### src/rtl/shift_issue_stage.sv
// rtl/shift_issue_stage.sv - FIFO-buffered issue stage feeding shift_unit, with a registered result handshake.
// Optional SHIFT_ISSUE_STATS_EN adds a saturating issue_count port.
module shift_issue_stage #(
  parameter int DEPTH = 4
) (
  input  logic                     clk,
  input  logic                     rst_n,
  input  logic                     in_valid,
  output logic                     in_ready,
  input  logic [15:0]              in_op1,
  input  logic [15:0]              in_op2,
  input  logic [2:0]               in_sel,
  output logic [31:0]              shift_in,
  output logic [2:0]               shift_lines,
  input  logic [31:0]              shift_out,
  output logic                     out_valid,
  input  logic                     out_ready,
  output logic [31:0]              out_result,
  output logic [2:0]               out_sel,
  output logic [$clog2(DEPTH):0]   fifo_level
`ifdef SHIFT_ISSUE_STATS_EN
  ,
  output logic [15:0]              issue_count
`endif
);

  localparam int AW = $clog2(DEPTH);
  localparam logic [AW:0]   LVL_FULL = (AW+1)'(DEPTH);
  localparam logic [AW:0]   LVL_ONE  = (AW+1)'(1);
  localparam logic [AW-1:0] PTR_ONE  = AW'(1);

  typedef struct packed {
    logic [15:0] op1;
    logic [15:0] op2;
    logic [2:0]  sel;
  } entry_t;

  typedef enum logic {
    OUT_EMPTY = 1'b0,
    OUT_FULL  = 1'b1
  } out_state_e;

  entry_t        mem_q [DEPTH];
  entry_t        mem_d [DEPTH];
  logic [AW-1:0] wr_ptr_q, wr_ptr_d;
  logic [AW-1:0] rd_ptr_q, rd_ptr_d;
  logic [AW:0]   level_q, level_d;
  out_state_e    out_state_q, out_state_d;
  logic [31:0]   out_result_q, out_result_d;
  logic [2:0]    out_sel_q, out_sel_d;

  entry_t head;
  logic   fifo_empty;
  logic   push;
  logic   pop;

  // in_ready looks only at occupancy, so a full FIFO refuses a push even while popping.
  always_comb begin
    head        = mem_q[rd_ptr_q];
    fifo_empty  = (level_q == '0);
    in_ready    = (level_q != LVL_FULL);
    push        = in_valid & in_ready;
    pop         = !fifo_empty && ((out_state_q == OUT_EMPTY) || out_ready);
    shift_in    = fifo_empty ? 32'h0 : {head.op1, head.op2};
    shift_lines = fifo_empty ? 3'b000 : head.sel;
  end

  always_comb begin
    mem_d    = mem_q;
    wr_ptr_d = wr_ptr_q;
    rd_ptr_d = rd_ptr_q;
    level_d  = level_q;
    if (push) begin
      mem_d[wr_ptr_q] = {in_op1, in_op2, in_sel};
      wr_ptr_d        = wr_ptr_q + PTR_ONE;
    end
    if (pop) begin
      rd_ptr_d = rd_ptr_q + PTR_ONE;
    end
    case ({push, pop})
      2'b10:   level_d = level_q + LVL_ONE;
      2'b01:   level_d = level_q - LVL_ONE;
      default: level_d = level_q;
    endcase
  end

  always_comb begin
    out_state_d  = out_state_q;
    out_result_d = out_result_q;
    out_sel_d    = out_sel_q;
    case (out_state_q)
      OUT_EMPTY: begin
        if (pop) begin
          out_result_d = shift_out;
          out_sel_d    = head.sel;
          out_state_d  = OUT_FULL;
        end
      end
      OUT_FULL: begin
        // pop here already implies out_ready, so the register reloads back-to-back.
        if (pop) begin
          out_result_d = shift_out;
          out_sel_d    = head.sel;
        end else if (out_ready) begin
          out_state_d = OUT_EMPTY;
        end
      end
      default: out_state_d = OUT_EMPTY;
    endcase
  end

  always_ff @(posedge clk or negedge rst_n) begin
    if (!rst_n) begin
      for (int i = 0; i < DEPTH; i++) begin
        mem_q[i] <= '0;
      end
      wr_ptr_q     <= '0;
      rd_ptr_q     <= '0;
      level_q      <= '0;
      out_state_q  <= OUT_EMPTY;
      out_result_q <= 32'h0;
      out_sel_q    <= 3'b000;
    end else begin
      mem_q        <= mem_d;
      wr_ptr_q     <= wr_ptr_d;
      rd_ptr_q     <= rd_ptr_d;
      level_q      <= level_d;
      out_state_q  <= out_state_d;
      out_result_q <= out_result_d;
      out_sel_q    <= out_sel_d;
    end
  end

  assign out_valid  = (out_state_q == OUT_FULL);
  assign out_result = out_result_q;
  assign out_sel    = out_sel_q;
  assign fifo_level = level_q;

`ifdef SHIFT_ISSUE_STATS_EN
  logic [15:0] issue_count_q, issue_count_d;

  always_comb begin
    issue_count_d = issue_count_q;
    if (out_valid && out_ready && (issue_count_q != 16'hFFFF)) begin
      issue_count_d = issue_count_q + 16'd1;
    end
  end

  always_ff @(posedge clk or negedge rst_n) begin
    if (!rst_n) begin
      issue_count_q <= 16'h0;
    end else begin
      issue_count_q <= issue_count_d;
    end
  end

  assign issue_count = issue_count_q;
`endif

endmodule

### config.mk
export PLATFORM = sky130hd
export DESIGN_NAME = shift_issue_stage
export DESIGN_NICKNAME = d
export VERILOG_FILES = /design/src/rtl/shift_issue_stage.sv
export SDC_FILE = /design/constraint.sdc
export NUM_CORES = 1
export LEC_CHECK = 0
export CORE_AREA = 2 2 123 125
export CTS_BUF_LIST = sky130_fd_sc_hd__clkbuf_8
export CTS_CLUSTER_SIZE = 28
export DETAILED_ROUTE_END_ITERATION = 16
export DIE_AREA = 0 0 125 127
export PLACE_DENSITY = 0.86
export SKIP_LAST_GASP = 1
export SLEW_MARGIN = 20
export SYNTH_ARGS = -nofsm -noshare
export SYNTH_HDL_FRONTEND = slang
export SYNTH_SLANG_ARGS = --single-unit
### constraint.sdc
create_clock -name clk -period 3.45 [get_ports clk]
set_clock_uncertainty 0.2 [all_clocks]
set_input_delay 0.69 -clock clk [delete_from_list [all_inputs] [get_ports clk]]
set_output_delay 0.69 -clock clk [all_outputs]
set_load 0.1 [all_outputs]
Word level (Yosys, flattened, before mapping)
Index checks and enable logic that the tools add are counted.

operators by class
  add/sub/neg operators = 4
  $lt $le $gt $ge = 3
  bitwise operators = 4
  reductions and logical operators = 6
  eq/ne operators = 3
  mux-type cells = 15

operator list
  kind                                                                    number
  140-bit bitwise mux                                                     1
  35-bit 2-to-1 mux                                                       3
  35-bit binary-select mux with 2-bit select                              1
  35-bit demux with 2-bit select                                          1
  32-bit 2-to-1 mux                                                       2
  3-bit greater-or-equal comparator (second input constant)               2
  3-bit 2-to-1 mux                                                        2
  2-bit inverter with 3-bit output                                        2
  3-bit one-hot mux with 2 select lines                                   1
  2-bit by 1-bit adder with 2-bit output (second input constant)          2
  3-bit by 1-bit adder with 3-bit output (second input constant)          1
  3-bit logical NOT                                                       1
  3-bit by 1-bit < comparator with 1-bit output (second input constant)   1
  1-bit 2-to-1 mux                                                        3
  3-bit != test (second input constant)                                   1
  3-bit by 1-bit subtractor with 3-bit output (second input constant)     1
  2-bit by 1-bit equality test with 1-bit output (second input constant)  1
  2-bit equality test (second input constant)                             1
  1-bit logical AND                                                       2
  1-bit one-hot mux with 2 select lines                                   1
  2-bit nonzero test                                                      1
  1-bit bitwise AND                                                       1
  1-bit logical NOT                                                       1
  1-bit logical OR                                                        1
  1-bit inverter                                                          1

storage, ports and cells
  word-level logic and storage cells = 53
  output and inout bits = 75
  bits of input ports = 71
  register bits after elaboration = 183

Logic depth before layout (Yosys ltp)
Gate-level depths: netlist of run 1.

  word-level depth = 6
  mapped depth = 10
  depth with buffers taken out = 8

Worst setup path after synthesis of run 1
No wires, ideal clock.

  path type = reg2out
  start point = reg level_q[0] (netlist: fifo_level[0])
  end point = out shift_in[0]
  cell stages (with the launch flop) = 5
  setup slack = -0.323 ns
  data required time = 2.560 ns
  arrival time = 2.883 ns
  buffers on the path = 2
  cells stage by stage = dfrtp_1 > nor3_1 > clkbuf_1 > clkbuf_1 > nor2b_1

between the ends
  word-level cells in the longest chain between the ends = 2

ends and longest elaborated chain
  item                    RTL line  source
  start, declared         47        logic [AW:0] level_q, level_d;
  start signal, assigned  127       level_q <= level_d;
  3-bit logical NOT       60        fifo_empty = (level_q == '0);
  32-bit 2-to-1 mux       64        shift_in = fifo_empty ? 32'h0 : {head.op1, head.op2};
  end, declared           13        output logic [31:0] shift_in,

No other way between the ends.

Final worst setup path of run 1
  start point = reg rd_ptr_q[1]
  end point = out shift_in[8]

between the ends
  word-level cells in the longest chain between the ends = 5

ends and longest elaborated chain
  item                                                    RTL line  source
  start, declared                                         46        logic [AW-1:0] rd_ptr_q, rd_ptr_d;
  start signal, assigned                                  126       rd_ptr_q <= rd_ptr_d;
  2-bit inverter with 3-bit output (not written as such)  59        head = mem_q[rd_ptr_q];
  35-bit binary-select mux with 2-bit select              59
  35-bit 2-to-1 mux (not written as such) (2 in series)   59
  32-bit 2-to-1 mux                                       64

No other way between the ends. The select of a mux whose other input is x is not followed.

==> flow_metrics.env, run 1 <==
export IMPL_max_freq_mhz=317
export IMPL_synth_edf_count=0
export IMPL_crit_required_ps=2560
export IMPL_cts_path_max_buffers=2
export IMPL_yosys_area_top_type="dfrtp_1"
export IMPL_cts_root_buf="clkbuf_8"
export IMPL_max_cap_violations=0
export IMPL_slew_viol_final=0
export IMPL_period_share_pct=91.5
export IMPL_status="finished clean"
export IMPL_yosysMostFrequentCell="dfrtp_1"
export IMPL_synth_fa_ha_area_share_pct=0.985
export IMPL_ys_types=24
export IMPL_fin_ws_ps=293
export IMPL_drive_above_1_share_pct=51.7
export IMPL_cts_buffers=17
export IMPL_nets=712
export IMPL_synthSimpleGateAreaFrac_pct=4.00
export IMPL_place_inst=800
export IMPL_slew_headroom_pct=47.6
export IMPL_synth_compound_area_share_pct=0
export IMPL_synth_top_family_by_area="multiplexers"
export IMPL_antenna_found_initial=0
export IMPL_gr_usage_all_layers_pct=22.2
export IMPL_worst_path_buf_inv=2
export IMPL_die_width_um=125
export IMPL_avgRoutedWirePerCell_um=20.0
export IMPL_io_buffer_count=145
export IMPL_pre_cts_ws_ps=529
export IMPL_fin_hold_ws_ps=87.3
export IMPL_synth_async_reset_ratio_pct=100
export IMPL_start_util_pct=58.1
export IMPL_cts_resized=0
export IMPL_arrival_ps=2270
export IMPL_gp_congestion=0.744
export IMPL_setup_violations=0
export IMPL_fin_util_pct=71.0
export IMPL_avgSynthCellArea_um2=17.1
export IMPL_syn_area_um2=8380
export IMPL_num_vias=4671
export IMPL_synth_seq_area_share_pct=54.6
export IMPL_clkLatencyLatePin_ps=450
export IMPL_ioPinCount=146
export IMPL_grt_pass1_wl_um=27400
export IMPL_antenna_left=0
export IMPL_rsz0062_at_grt="no"
export IMPL_cp_cell_sequence="buf_4 -> mux4_2 -> nor2b_1 -> buf_4"
export IMPL_vias_per_cell=5.61
export IMPL_synth_xor_xnor_area_share_pct=0.627
export IMPL_drt_iter0_markers=158
export IMPL_hpwl_um=11000
export IMPL_num_rows=44
export IMPL_syn2layout_area_growth_pct=22.1
export IMPL_cp_common_cell="buf_4"
export IMPL_critPathLaunchType="flip-flop"
export IMPL_grt_max_degree=85
export IMPL_cts_max_level=4
export IMPL_holdBufCountCts=0
export IMPL_synth_seq_cells=183
export IMPL_slowest_stage="dfrtp_2"
export IMPL_diodes=0
export IMPL_max_stage_delay_ps=720
export IMPL_postCtsSetupBuffers=0
export IMPL_syn_inst=489
export IMPL_post_route_drc_count=0
export IMPL_crit_family="flip-flops"
export IMPL_grt_overflow=0
export IMPL_end_kind="output port"
export IMPL_first_pass_iters=4
export IMPL_instances_no_fill=832
export IMPL_cts_sinks=183
export IMPL_path_clk_slew_ps=90
export IMPL_ys_warn_count=0
export IMPL_cp_max_fo=19
export IMPL_synth_commonest_cells="dfrtp_1 (183), mux2_2 (116), mux2_4 (60)"
export IMPL_cts_tree="yes"
export IMPL_synthFlopType="dfrtp_1"
export IMPL_tightest_slew_ps=786
export IMPL_fin_crit_ps=3160
export IMPL_die_h_um=127
export IMPL_hold_path_class="in2async"
export IMPL_hold_viol=0
export IMPL_synth_fp_nets=566
export IMPL_synth_top_area_share_pct=54.6
export IMPL_synthTopCellsByArea="dfrtp_1 (55%), mux2_2 (16%), mux2_4 (11%)"
export IMPL_fp_coreArea_um2=14400
export IMPL_path_class="reg2out"
export IMPL_synthMuxAreaShare_pct=35.9
export IMPL_die_area_um2=15900
export IMPL_wl_um=16600
export IMPL_grt_pass1_vias=5237
## stage by stage
step | setup TNS, ps | cell area [um2]
after floorplan | -10040 | 8380
after global placement | 0 | 9870
after detailed placement | 0 | 9870
after CTS | 0 | 10200
after global routing | 0 | 10200
final | 0 | 10200
## final timing paths
kind / startpoint / to / slack, ps / cells after the start
min in group clk: mem_q[58]$_DFFE_PN0P_ / mem_q[58]$_DFFE_PN0P_ / 310 / 1
hold / removal: rst_n / mem_q[84]$_DFFE_PN0P_ / 90 / 1
setup reg to reg: fifo_level[0]$_DFFE_PN0P_ / fifo_level[2]$_DFFE_PN0P_ / 900 / 8
max in group asynchronous: rst_n / out_result[10]$_DFFE_PN0P_ / 2100 / 2
hold reg to reg: mem_q[58]$_DFFE_PN0P_ / mem_q[58]$_DFFE_PN0P_ / 310 / 1
setup / recovery: rd_ptr_q[1]$_DFFE_PN0P_ / shift_in[8] / 290 / 4
## kinds of logic (layout without fill, tap and decap cells)
kind of cell | count (synthesis) | after routing
muxes | 212 | 212
DFF | 183 | 183
and+or+nand+nor | 47 | 47
buffers and inverters | 35 | 194
adders and majority gates | 6 | 6
xor gates and xnor gates | 6 | 6
## placed cells by master (no fill, tap or decap), types with 2 or more instances in the layout
cell             netlist  final
buf_4                  4     71
clkinv_4               0      2
clkdlybuf4s50_1        0     69
ha_1                   5      5
mux2_4                60     60
xnor2_1                2      2
mux2_2               116    116
nand3_4                4      4
mux4_2                35     35
dfrtp_2                0      2
inv_1                  5      9
clkinv_2               0      5
dfrtp_1              183    181
clkbuf_8               0     20
buf_12                 6     16
nand2_1                2      2
nor2b_1               36     35
xor2_1                 4      4
## layer usage
metal	track usage (%)	share of wire (%)	vias to the layer above
met2	38.3	53	93
met4	7.32	1.7	0
met3	4.82	3.0	25
met1	28.2	42	2502
li1	-	-	2051
met5	0	0	-
## sequential cells by signal, summed over array words and instances (netlist names)
name / cells
out_valid: 1
wr_ptr_q: 2
fifo_level: 3
out_result: 32
mem_q: 140
out_sel: 3
rd_ptr_q: 2
## final cells by class
cell class,instances,area (um2)
clock buffers,20,275
clock inverters,12,87.6
fillers,950,4190
inverters,5,18.8
multi-input cells,271,3490
flip-flops and latches,183,4580
well taps,184,230
repair buffers,157,1560
Power of run 1 is not shown: default switching activity piles up to over one toggle a cycle in this logic, so the estimate is an artifact.
==> run 2: changes to the inputs <==
- CTS_BUF_LIST: sky130_fd_sc_hd__clkbuf_8 -> sky130_fd_sc_hd__clkbuf_2
- GPL_TIMING_DRIVEN: not set -> 0
==> flow_metrics.env, run 2 (synthesized netlist as in run 1, its figures left out) <==
export IMPL_status="finished clean"
export IMPL_slowest_stage="mux4_2"
export IMPL_largest_register="mem_q"
export IMPL_syn2layout_area_growth_pct=22.7
export IMPL_io_buffer_count=144
export IMPL_wl_met1_um=7120
export IMPL_cp_cell_sequence="buf_8 -> buf_8 -> mux4_2 -> nor2b_1 -> buf_4"
export IMPL_setup_violations=0
export IMPL_gp_congestion=0.786
export IMPL_cts_max_level=4
export IMPL_path_clk_slew_ps=240
export IMPL_rsz0062_at_grt="yes"
export IMPL_n_fill_cell=977
export IMPL_max_freq_mhz=301
export IMPL_cp_common_cell="buf_8"
export IMPL_grt_pass1_vias=5234
export IMPL_avgRoutedWirePerCell_um=20.0
export IMPL_hold_path_class="in2reg"
export IMPL_worst_path_buf_inv=3
export IMPL_max_stage_delay_ps=500
export IMPL_post_route_drc_count=0
export IMPL_cts_path_max_buffers=2
export IMPL_drt_iter0_markers=223
export IMPL_die_area_um2=15900
export IMPL_grt_max_degree=101
export IMPL_cp_max_fo=10
export IMPL_highest_signal_layer="met4"
export IMPL_worstSetupStartpoint="rd_ptr_q[0]$_DFFE_PN0P_"
export IMPL_r2r_end="fifo_level[2]$_DFFE_PN0P_"
export IMPL_num_rows=44
export IMPL_clkLatencyLatePin_ps=730
export IMPL_cp_num_cells=5
export IMPL_critPathLaunchType="flip-flop"
export IMPL_antenna_left=0
export IMPL_reg2reg_depth=10
export IMPL_hold_viol=0
export IMPL_postCtsSetupBuffers=0
export IMPL_wl_um=17000
export IMPL_tightest_slew_ps=1000
export IMPL_grt_pass1_wl_um=27400
export IMPL_max_cap_violations=0
export IMPL_timing_rr_start="out_valid$_DFF_PN0_"
export IMPL_cts_root_buf="clkbuf_2"
export IMPL_slew_headroom_pct=32.8
export IMPL_period_share_pct=96.4
export IMPL_final_common_cell="dfrtp_1"
export IMPL_crit_path_end="shift_in[29]"
export IMPL_cts_sinks=183
export IMPL_grt_overflow=0
export IMPL_vias_per_cell=5.44
export IMPL_seq_area_um2=4580
export IMPL_cts_buffers=17
export IMPL_die_width_um=125
export IMPL_nets=731
export IMPL_crit_required_ps=2560
export IMPL_fin_hold_ws_ps=143
export IMPL_ioPinCount=146
export IMPL_gr_usage_all_layers_pct=22.3
export IMPL_num_vias=4617
export IMPL_end_kind="output port"
export IMPL_first_pass_iters=4
export IMPL_r2r_setup_slack_ps=850
export IMPL_start_util_pct=58.1
export IMPL_slew_viol_final=0
export IMPL_drive_above_1_share_pct=46.7
export IMPL_path_class="reg2out"
export IMPL_wl_met2_um=9050
export IMPL_cts_tree="yes"
export IMPL_arrival_ps=2440
export IMPL_final_cell_mix="dfrtp_1 (183), mux2_2 (116), clkdlybuf4s50_1 (107)"
export IMPL_multi_input_area_um2=3480
export IMPL_setup_tns_ps=0
export IMPL_fin_ws_ps=123
export IMPL_pre_cts_ws_ps=-283
export IMPL_fin_util_pct=71.3
export IMPL_wl_met3_um=553
export IMPL_fin_crit_ps=3330
export IMPL_hpwl_um=11900
export IMPL_antenna_found_initial=1
export IMPL_die_h_um=127
export IMPL_fp_coreArea_um2=14400
export IMPL_largest_reg_flops=140
export IMPL_crit_family="buffers and inverters"
[run 2: cell types whose count changed in the layout (fill, tap and decap cells not counted), moves of 4 or more]
| cell | change |
|---|---|
| inv_1 | -4 |
| buf_4 | -44 |
| clkdlybuf4s50_1 | +38 |
| clkbuf_4 | +9 |
| buf_2 | +12 |
| clkbuf_2 | +19 |
| buf_8 | +10 |
| buf_12 | -9 |
| clkbuf_8 | -20 |
[run 2: worst reg2reg max path, delay by kind of cell, from the launching register on]
family / cells / cell delay (ps)
buffers and inverters: 3 / 590
adders and majority gates: 2 / 600
xor gates and xnor gates: 2 / 300
and+or+nand+nor: 3 / 400
DFF: 1 / 450
[run 2: metal layers]
layer  GRT usage, %  vias up
met4           8.10        0
met3           4.19       20
met1           27.7     2405
met5              0        -
met2           39.5      101
li1               -     2091
[run 2: worst min-delay path by stage]
stage / startpoint / end / slack [ps] / cells after the start
after floorplan: rst_n / fifo_level[0]$_DFFE_PN0P_ / 190 / 0
after global placement: mem_q[37]$_DFFE_PN0P_ / mem_q[37]$_DFFE_PN0P_ / 280 / 1
after detailed placement: mem_q[44]$_DFFE_PN0P_ / mem_q[44]$_DFFE_PN0P_ / 290 / 1
after CTS: in_valid / wr_ptr_q[0]$_DFFE_PN0P_ / 70 / 3
after global routing: in_valid / wr_ptr_q[0]$_DFFE_PN0P_ / 60 / 3
final: in_valid / wr_ptr_q[0]$_DFFE_PN0P_ / 140 / 3
[run 2: area by class of cell]
class	count	area share, %
Sequential cell	183	44.5
Antenna cell	1	0.0243
Timing Repair Buffer	146	13.4
Multi-Input combinational cell	271	33.8
Clock inverter	10	1.29
Buffer	30	3.61
Tap cell	184	2.24
Inverter	5	0.183
Clock buffer	19	0.925
[run 2: stage by stage]
stage	cells	instance area, um2
floorplan	489	8380
global placement	817	10100
detailed placement	818	10100
CTS	848	10200
global route	849	10300
finish	849	10300
[run 2: repair_timing]
action	CTS	global route
setup endpoints to repair	36	34
resized for setup	198	42
endpoints found under the hold margin	99	0
pin swaps	0	0
hold buffers	1	0
Power of run 2 is left out for the same reason.
